### src/rtl/cpu_debug_writer_pkg.sv
// Shared encodings for the CPU debug write path.
package cpu_debug_writer_pkg;

  typedef enum logic [1:0] {
    ST_IDLE = 2'd0,
    ST_REQ  = 2'd1,
    ST_DONE = 2'd2
  } wr_state_e;

  localparam logic TGT_RAM  = 1'b0;
  localparam logic TGT_REGS = 1'b1;

endpackage

### src/rtl/cpu_debug_writer_edge_detect.sv
// Button level to single-cycle rising-edge pulse. A button already held when
// reset releases must be seen low once before it can fire.
module dbg_edge_detect (
  input  logic i_clk,
  input  logic i_reset,
  input  logic i_level,
  output logic o_pulse
);

  logic hist_q, hist_d;
  logic armed_q, armed_d;

  // next history and arming state
  always_comb begin
    hist_d  = i_level;
    armed_d = armed_q | ~i_level;
  end

  assign o_pulse = i_level & ~hist_q & armed_q;

  // history registers with synchronous reset
  always_ff @(posedge i_clk) begin
    if (i_reset) begin
      hist_q  <= 1'b0;
      armed_q <= 1'b0;
    end else begin
      hist_q  <= hist_d;
      armed_q <= armed_d;
    end
  end

endmodule

### src/rtl/cpu_debug_writer.sv
// Operator-driven debug writer: stage address/data from switches, commit one
// write to the CPU debug port over a req/ack handshake with timeout.
module cpu_debug_writer
  import cpu_debug_writer_pkg::*;
#(
  parameter int p_data_width         = 16,
  parameter int p_address_width      = 10,
  parameter int p_regs_address_width = 3,
  parameter int p_timeout_cycles     = 1000
) (
  input  logic                       i_w_clk,
  input  logic                       i_w_reset,
  input  logic [p_address_width-1:0] i_w_in,
  input  logic                       i_w_sel_regs,
  input  logic                       i_w_load_addr,
  input  logic                       i_w_load_data,
  input  logic                       i_w_commit,
  input  logic                       i_w_wr_ack,
  output logic                       o_w_wr_req,
  output logic                       o_w_wr_regs,
  output logic [p_address_width-1:0] o_w_wr_addr,
  output logic [p_data_width-1:0]    o_w_wr_data,
  output logic [p_address_width-1:0] o_w_stage_addr,
  output logic [p_data_width-1:0]    o_w_stage_data,
  output logic                       o_w_busy,
  output logic                       o_w_error,
  output logic [7:0]                 o_w_wr_count
);

  localparam int unsigned CNT_W = $clog2(p_timeout_cycles + 1);
  localparam logic [CNT_W-1:0] TMO_LAST = CNT_W'(p_timeout_cycles - 1);

  logic commit_p, load_addr_p, load_data_p;

  dbg_edge_detect u_edge_commit (
    .i_clk(i_w_clk), .i_reset(i_w_reset), .i_level(i_w_commit), .o_pulse(commit_p)
  );
  dbg_edge_detect u_edge_load_addr (
    .i_clk(i_w_clk), .i_reset(i_w_reset), .i_level(i_w_load_addr), .o_pulse(load_addr_p)
  );
  dbg_edge_detect u_edge_load_data (
    .i_clk(i_w_clk), .i_reset(i_w_reset), .i_level(i_w_load_data), .o_pulse(load_data_p)
  );

  wr_state_e                  state_q, state_d;
  logic                       req_q, req_d;
  logic                       wr_regs_q, wr_regs_d;
  logic [p_address_width-1:0] wr_addr_q, wr_addr_d;
  logic [p_data_width-1:0]    wr_data_q, wr_data_d;
  logic [p_address_width-1:0] stage_addr_q, stage_addr_d;
  logic [p_data_width-1:0]    stage_data_q, stage_data_d;
  logic                       busy_q, busy_d;
  logic                       error_q, error_d;
  logic [7:0]                 count_q, count_d;
  logic [CNT_W-1:0]           tmo_q, tmo_d;

  // staging, handshake FSM and timeout next-state logic
  always_comb begin
    state_d      = state_q;
    req_d        = req_q;
    wr_regs_d    = wr_regs_q;
    wr_addr_d    = wr_addr_q;
    wr_data_d    = wr_data_q;
    stage_addr_d = stage_addr_q;
    stage_data_d = stage_data_q;
    busy_d       = busy_q;
    error_d      = error_q;
    count_d      = count_q;
    tmo_d        = tmo_q;

    case (state_q)
      ST_IDLE: begin
        // commit outranks loads; lower-priority edges in the same cycle are dropped
        if (commit_p) begin
          state_d   = ST_REQ;
          req_d     = 1'b1;
          busy_d    = 1'b1;
          error_d   = 1'b0;
          tmo_d     = '0;
          wr_regs_d = i_w_sel_regs;
          wr_data_d = stage_data_q;
          if (i_w_sel_regs == TGT_REGS) begin
            wr_addr_d = p_address_width'(stage_addr_q[p_regs_address_width-1:0]);
          end else begin
            wr_addr_d = stage_addr_q;
          end
        end else if (load_addr_p) begin
          stage_addr_d = i_w_in;
        end else if (load_data_p) begin
          stage_data_d = {stage_data_q[p_data_width-5:0], i_w_in[3:0]};
        end
      end
      ST_REQ: begin
        // ack is checked before expiry so a last-cycle ack still succeeds
        if (i_w_wr_ack) begin
          state_d = ST_DONE;
          req_d   = 1'b0;
          count_d = count_q + 8'd1;
        end else if (tmo_q == TMO_LAST) begin
          state_d = ST_IDLE;
          req_d   = 1'b0;
          busy_d  = 1'b0;
          error_d = 1'b1;
        end else begin
          tmo_d = tmo_q + CNT_W'(1);
        end
      end
      ST_DONE: begin
        state_d = ST_IDLE;
        busy_d  = 1'b0;
      end
      default: begin
        state_d = ST_IDLE;
        req_d   = 1'b0;
        busy_d  = 1'b0;
      end
    endcase
  end

  // state and output registers with synchronous reset
  always_ff @(posedge i_w_clk) begin
    if (i_w_reset) begin
      state_q      <= ST_IDLE;
      req_q        <= 1'b0;
      wr_regs_q    <= 1'b0;
      wr_addr_q    <= '0;
      wr_data_q    <= '0;
      stage_addr_q <= '0;
      stage_data_q <= '0;
      busy_q       <= 1'b0;
      error_q      <= 1'b0;
      count_q      <= '0;
      tmo_q        <= '0;
    end else begin
      state_q      <= state_d;
      req_q        <= req_d;
      wr_regs_q    <= wr_regs_d;
      wr_addr_q    <= wr_addr_d;
      wr_data_q    <= wr_data_d;
      stage_addr_q <= stage_addr_d;
      stage_data_q <= stage_data_d;
      busy_q       <= busy_d;
      error_q      <= error_d;
      count_q      <= count_d;
      tmo_q        <= tmo_d;
    end
  end

  assign o_w_wr_req     = req_q;
  assign o_w_wr_regs    = wr_regs_q;
  assign o_w_wr_addr    = wr_addr_q;
  assign o_w_wr_data    = wr_data_q;
  assign o_w_stage_addr = stage_addr_q;
  assign o_w_stage_data = stage_data_q;
  assign o_w_busy       = busy_q;
  assign o_w_error      = error_q;
  assign o_w_wr_count   = count_q;

endmodule

### config.mk
export PLATFORM = sky130hd
export DESIGN_NAME = cpu_debug_writer
export DESIGN_NICKNAME = d
export VERILOG_FILES = /design/src/rtl/cpu_debug_writer_pkg.sv /design/src/rtl/cpu_debug_writer_edge_detect.sv /design/src/rtl/cpu_debug_writer.sv
export SDC_FILE = /design/constraint.sdc
export NUM_CORES = 1
export LEC_CHECK = 0
export CAP_MARGIN = 10
export CORE_ASPECT_RATIO = 0.5
export CORE_MARGIN = 2
export CORE_UTILIZATION = 48
export CTS_CLUSTER_SIZE = 20
export DETAILED_ROUTE_END_ITERATION = 10
export PLACE_DENSITY = 0.78
export SYNTH_ARGS = -nofsm -noshare
export SYNTH_HDL_FRONTEND = slang
export SYNTH_HIERARCHICAL = 1
export SYNTH_SLANG_ARGS = --single-unit
### constraint.sdc
create_clock -name i_w_clk -period 2.05 [get_ports i_w_clk]
set_clock_uncertainty 0.15 [all_clocks]
set_input_delay 0.3075 -clock i_w_clk [delete_from_list [all_inputs] [get_ports i_w_clk]]
set_output_delay 0.3075 -clock i_w_clk [all_outputs]
set_load 0.03 [all_outputs]
After elaboration in Yosys (flattened, before gate mapping) --
Index checks and enable logic that the tools add are counted.
Operators by class: add/sub/neg operators 2, equal/unequal tests 8, multiplexer cells 19, bitwise gates (word level) 18, reduce and logical (&&, ||, !) cells 11
Operators by type and width (number):
- 10-bit two-way mux | 4
- 10-bit one-hot mux with 2 select lines | 1
- 4-bit AND reduction | 3
- 10-bit by 1-bit adder with 10-bit output (second input constant) | 1
- 10-bit equality test (second input constant) | 1
- 1-bit inverter | 9
- 3-bit AND reduction | 3
- 8-bit by 1-bit adder with 8-bit output (second input constant) | 1
- 2-bit inequality test (second input constant) | 4
- 1-bit two-way mux | 7
- 1-bit AND | 6
- 2-bit two-way mux | 3
- 2-bit AND reduction | 3
- 1-bit one-hot mux with 2 select lines | 2
- 2-bit one-hot mux with 2 select lines | 1
- 3-bit inequality test (second input constant) | 1
- 1-bit bitwise OR | 3
- 1-bit one-hot mux with 3 select lines | 1
- 2-bit by 1-bit equality test with 1-bit output (second input constant) | 1
- 2-bit equality test (second input constant) | 1
- 2-bit logical NOT | 1
- 2-bit nonzero test | 1
Word-level totals: bits in registers 82, input port bits 17, output and inout bits 64, word-level logic and storage cells 75

Longest topological paths before layout --
word-level depth 5, depth in mapped cells 8, gate-level depth less buffers 6

Hierarchy --
The synthesis kept the hierarchy.
Modules (own cells, without submodules):
- cpu_debug_writer | instances 1, cells each 352, area an instance 3010.4 µm², sequential area each 1521.5 µm²
- dbg_edge_detect | instances 3, cells each 7, area an instance 62.6 µm², sequential area each 40.0 µm²

Worst setup path before layout --
Ideal clock, no wire load.
path kind register to register, start point register tmo_q[0], end point register tmo_q[9], library setup time 0.069 ns, data arrival time 1.539 ns, data required time 1.831 ns, slack 0.292 ns, stages on the path, launching flop included 7, buffers on the path 1, clock period less this slack 1.758 ns, cell sequence dfxtp_1 > ha_1 > nand4_1 > or4_4 > buf_6 > o211a_1 > o21ai_1
On the way: cells in the longest elaborated chain, start to end 4, elaborated cells on any way between the ends 7, those cells by class 1 x add/sub; 2 x eq/ne; 3 x mux; 1 x reduce/logical
Ends and longest elaborated chain:
- from (decl) | RTL line cpu_debug_writer.sv:55 | logic [CNT_W-1:0] tmo_q, tmo_d;
- from (signal assigned) | RTL line cpu_debug_writer.sv:145 | tmo_q <= tmo_d;
- 10-bit by 1-bit adder with 10-bit output | RTL line cpu_debug_writer.sv:105 | tmo_d = tmo_q + CNT_W'(1);
- 10-bit two-way mux | RTL line cpu_debug_writer.sv:99 | end else if (tmo_q == TMO_LAST) begin
- 10-bit two-way mux | RTL line cpu_debug_writer.sv:95 | if (i_w_wr_ack) begin
- 10-bit one-hot mux with 2 select lines | RTL line cpu_debug_writer.sv:71 | case (state_q)
Parallel ways exist; a longest one is shown, timed or not. The select of a mux whose other input is x is not followed. A chain may end at the register's enable or synchronous reset.

Worst setup path in the final report --
start point register stage_data_q[0] (netlist: o_w_stage_data[0]), end point output port o_w_stage_data[0]
RTL lines:
- from (decl) | RTL line cpu_debug_writer.sv:51 | logic [p_data_width-1:0] stage_data_q, stage_data_d;
- from (signal assigned) | RTL line cpu_debug_writer.sv:141 | stage_data_q <= stage_data_d;
- to (decl) | RTL line cpu_debug_writer.sv:24 | output logic [p_data_width-1:0] o_w_stage_data,
No word-level cell between the ends.

==> impl_results.md <==
* DRT iter0 DRCs at about 260
* Die Ht at 61.7 µm
* Number of global-route vias before repair at 2715
* Gate Count Post-Synth at 373
* Seq cells post-synth at 82
* Startpoint Class: register
* Routed wire per std cell at between 10 and 15 µm
* CTS tree: yes
* Clock power frac at 0.437
* Leading area contributor after synthesis: dfxtp_1
* Syn nets at 392
* Switching share of power at 0.233
* Setup TNS at 0 ps
* Final Power at ~3.4 mW
* Post-CTS setup buffer count at 0
* Full die area at 0.00737 mm²
* Max Cap Violations at 0
* Fin. max-slew vios at 0
* I/O Pins at between 80 and 90
* CP max-delay cell: clkdlybuf4s50_1
* Post-detailed-route via-to-cell ratio at 5.29
* Setup-failing EPs final at 0
* Worst path max stage delay at 720 ps
* CP endpoint kind: output pin
* Final #Nets at approximately 470
* Commonest non-fill, non-tap cells in the layout: nand2_1 (83), dfxtp_1 (80), clkdlybuf4s50_1 (79)
* Critical-path maximum fanout at 4
* Ranking of synthesized cells by area: dfxtp_1 (51%), nand2_1 (9.7%), a21oi_1 (7.5%), mux2i_1 (5.0%), nor2_1 (3.8%)
* Ant. Diodes at 0
* Max IR drop VDD at 0.564 mV
* CP Cell Sequence: clkdlybuf4s50_1
* Std-Cell Rows at 20
* Asr flop ratio synth at 0
* Total congestion overflow at 0
* GRT Overall Usage at 0.223
* # DRC at 0
* Antenna Violating Nets Remaining at 0
* Crit share post-route at 0.946
* Worst hold path class: input port to register
* Synth Cell Area at around 0.0032 mm²
* Clock Latency Late Sink at between 300 and 400 ps
* Pleak at 1.62 nW
* Slew headroom at 0.615
* Largest net degree at the start of global routing at 32
* Global-route wire length before repair at 12600 µm
* CTS max path bufs at 2
* Reg power frac at 0.488
* CTS sink cnt at 82
* Library cells used by synthesis at 43
* Hold Vio Cnt, Final at 0
* Antenna violations before repair at 0
* Critical Path AT at 1480 ps
* CTS root buffer: clkbuf_16
* P per Cell Area at 760 mW/mm²
* CTS H-tree lvls at 3
* Synth warnings at 6
* Dpl cell area at 0.00414 mm²
* CTS hold repair buffers at 0
* Via count at 2891
* WS Path Type: register to output pin
* Clk slew on worst S/H paths at 60 ps
* CP Data Required Time at 1590 ps
* Fin area at 0.00442 mm²
* Peak Freq at between 500 and 600 MHz
* CTS Buf Count at 9
* Detailed Place HPWL at 5330 µm
* Area share of the largest cell type after synthesis at 0.513
* CTS resizes at 0
* Die width at 119 µm
* Crit path buf inv count at 1
* Combinational share of power at 0.075
* Final WL at 7880 µm
* GPL Wtd Cong at 0.767
* Unrepaired setup endpoints after global routing: no
* Port-buffer cells at 80
* Int Pwr at 2.58 mW
* Least-Margin Pin Slew at 577 ps
* Status: finished, final reports clean
* Sw Pwr at 0.783 mW
* Commonest non-fill, non-tap cell in the layout: nand2_1
* Delay-heaviest family, CP: buffers and inverters
* Register area share after synthesis at 0.513
* Area growth syn-to-layout at 38.2%
* Top FF cell, synth: dfxtp_1
* Fin crit period at 1940 ps
* Router iterations before antenna repair at 4
* Initial Util at 0.511
* Mapped Avg Cell Area at 8.57 µm²
* Share of post-route cells with drive strength above 1 at 0.0763
* Core Box Area at 0.00626 mm²
* Post-synth EDFFs at 0
-- registers in the layout, indices dropped and copies added (netlist names), 2 cells and up --
signal	count
o_w_stage_addr	10
o_w_stage_data	16
o_w_wr_addr	10
o_w_wr_count	8
o_w_wr_data	16
state_q	2
tmo_q	10
-- power by group through the flow --
stage | sequential, mW | combinational (mW) | clock (mW)
2_1_floorplan | 1.70 | 0.107 | 0
4_1_cts | 1.64 | 0.254 | 1.49
5_1_grt | 1.64 | 0.270 | 1.55
3_5_place_dp | 1.67 | 0.251 | 0
6_report | 1.64 | 0.252 | 1.47
3_3_place_gp | 1.67 | 0.247 | 0
-- cell families (layout without fill, tap and decap cells) --
family / count (synthesis) / in the layout / synth area share
buf+inv: 26 / 112 / 0.0368
xor+xnor: 6 / 6 / 0.0164
flops: 82 / 82 / 0.513
simple gates: 170 / 170 / 0.250
mux: 16 / 16 / 0.0501
compound gates: 71 / 71 / 0.126
fa+ha+maj: 2 / 2 / 0.00782
-- cells in the mapped netlist, types with 4 or more instances --
cell,count
nor2b_1,5
o21ai_0,7
nand2_1,83
a21oi_1,48
nand2b_1,6
nand3b_1,10
buf_2,7
nand4_1,7
mux2i_1,16
nor3_1,7
nand3_1,4
clkbuf_1,13
dfxtp_1,82
inv_1,4
nor2_1,32
-- metal layers --
layer,global-route usage,up-vias,share of wire
met4,0.104,0,0.015
met1,0.261,1362,0.45
met3,0.0648,11,0.045
li1,-,1435,-
met2,0.396,83,0.49
met5,0,-,0
-- per-stage QoR --
step	hold slack (ps)	util	std cells	worst slack (ps)
6_report	298	0.706	547	110
5_1_grt	329	0.706	547	14.2
4_1_cts	307	0.706	547	85.0
3_5_place_dp	299	0.662	531	-135
3_3_place_gp	283	0.662	531	-59.6
2_1_floorplan	227	-	373	292
-- path summary, 6_finish.rpt --
kind | to | slack, ps | cells after the start | from
setup / recovery | o_w_stage_data[0] | 110 | 1 | o_w_stage_data[0]
hold / removal | o_w_wr_count[7] | 300 | 2 | i_w_reset
setup reg to reg | tmo_q[7] | 140 | 5 | tmo_q[0]
hold reg to reg | o_w_wr_data[8] | 300 | 2 | o_w_wr_data[8]
-- layout make-up --
cell class	instances	area (µm²)
fill	499	1840
sequential	82	1640
multi-input combinational	265	1440
timing repair buffer	92	936
clock buffer	11	243
tap	88	110
clock inverter	5	30.0
inverter	4	15.0
Note: power is estimated with default switching activity, not from simulation.
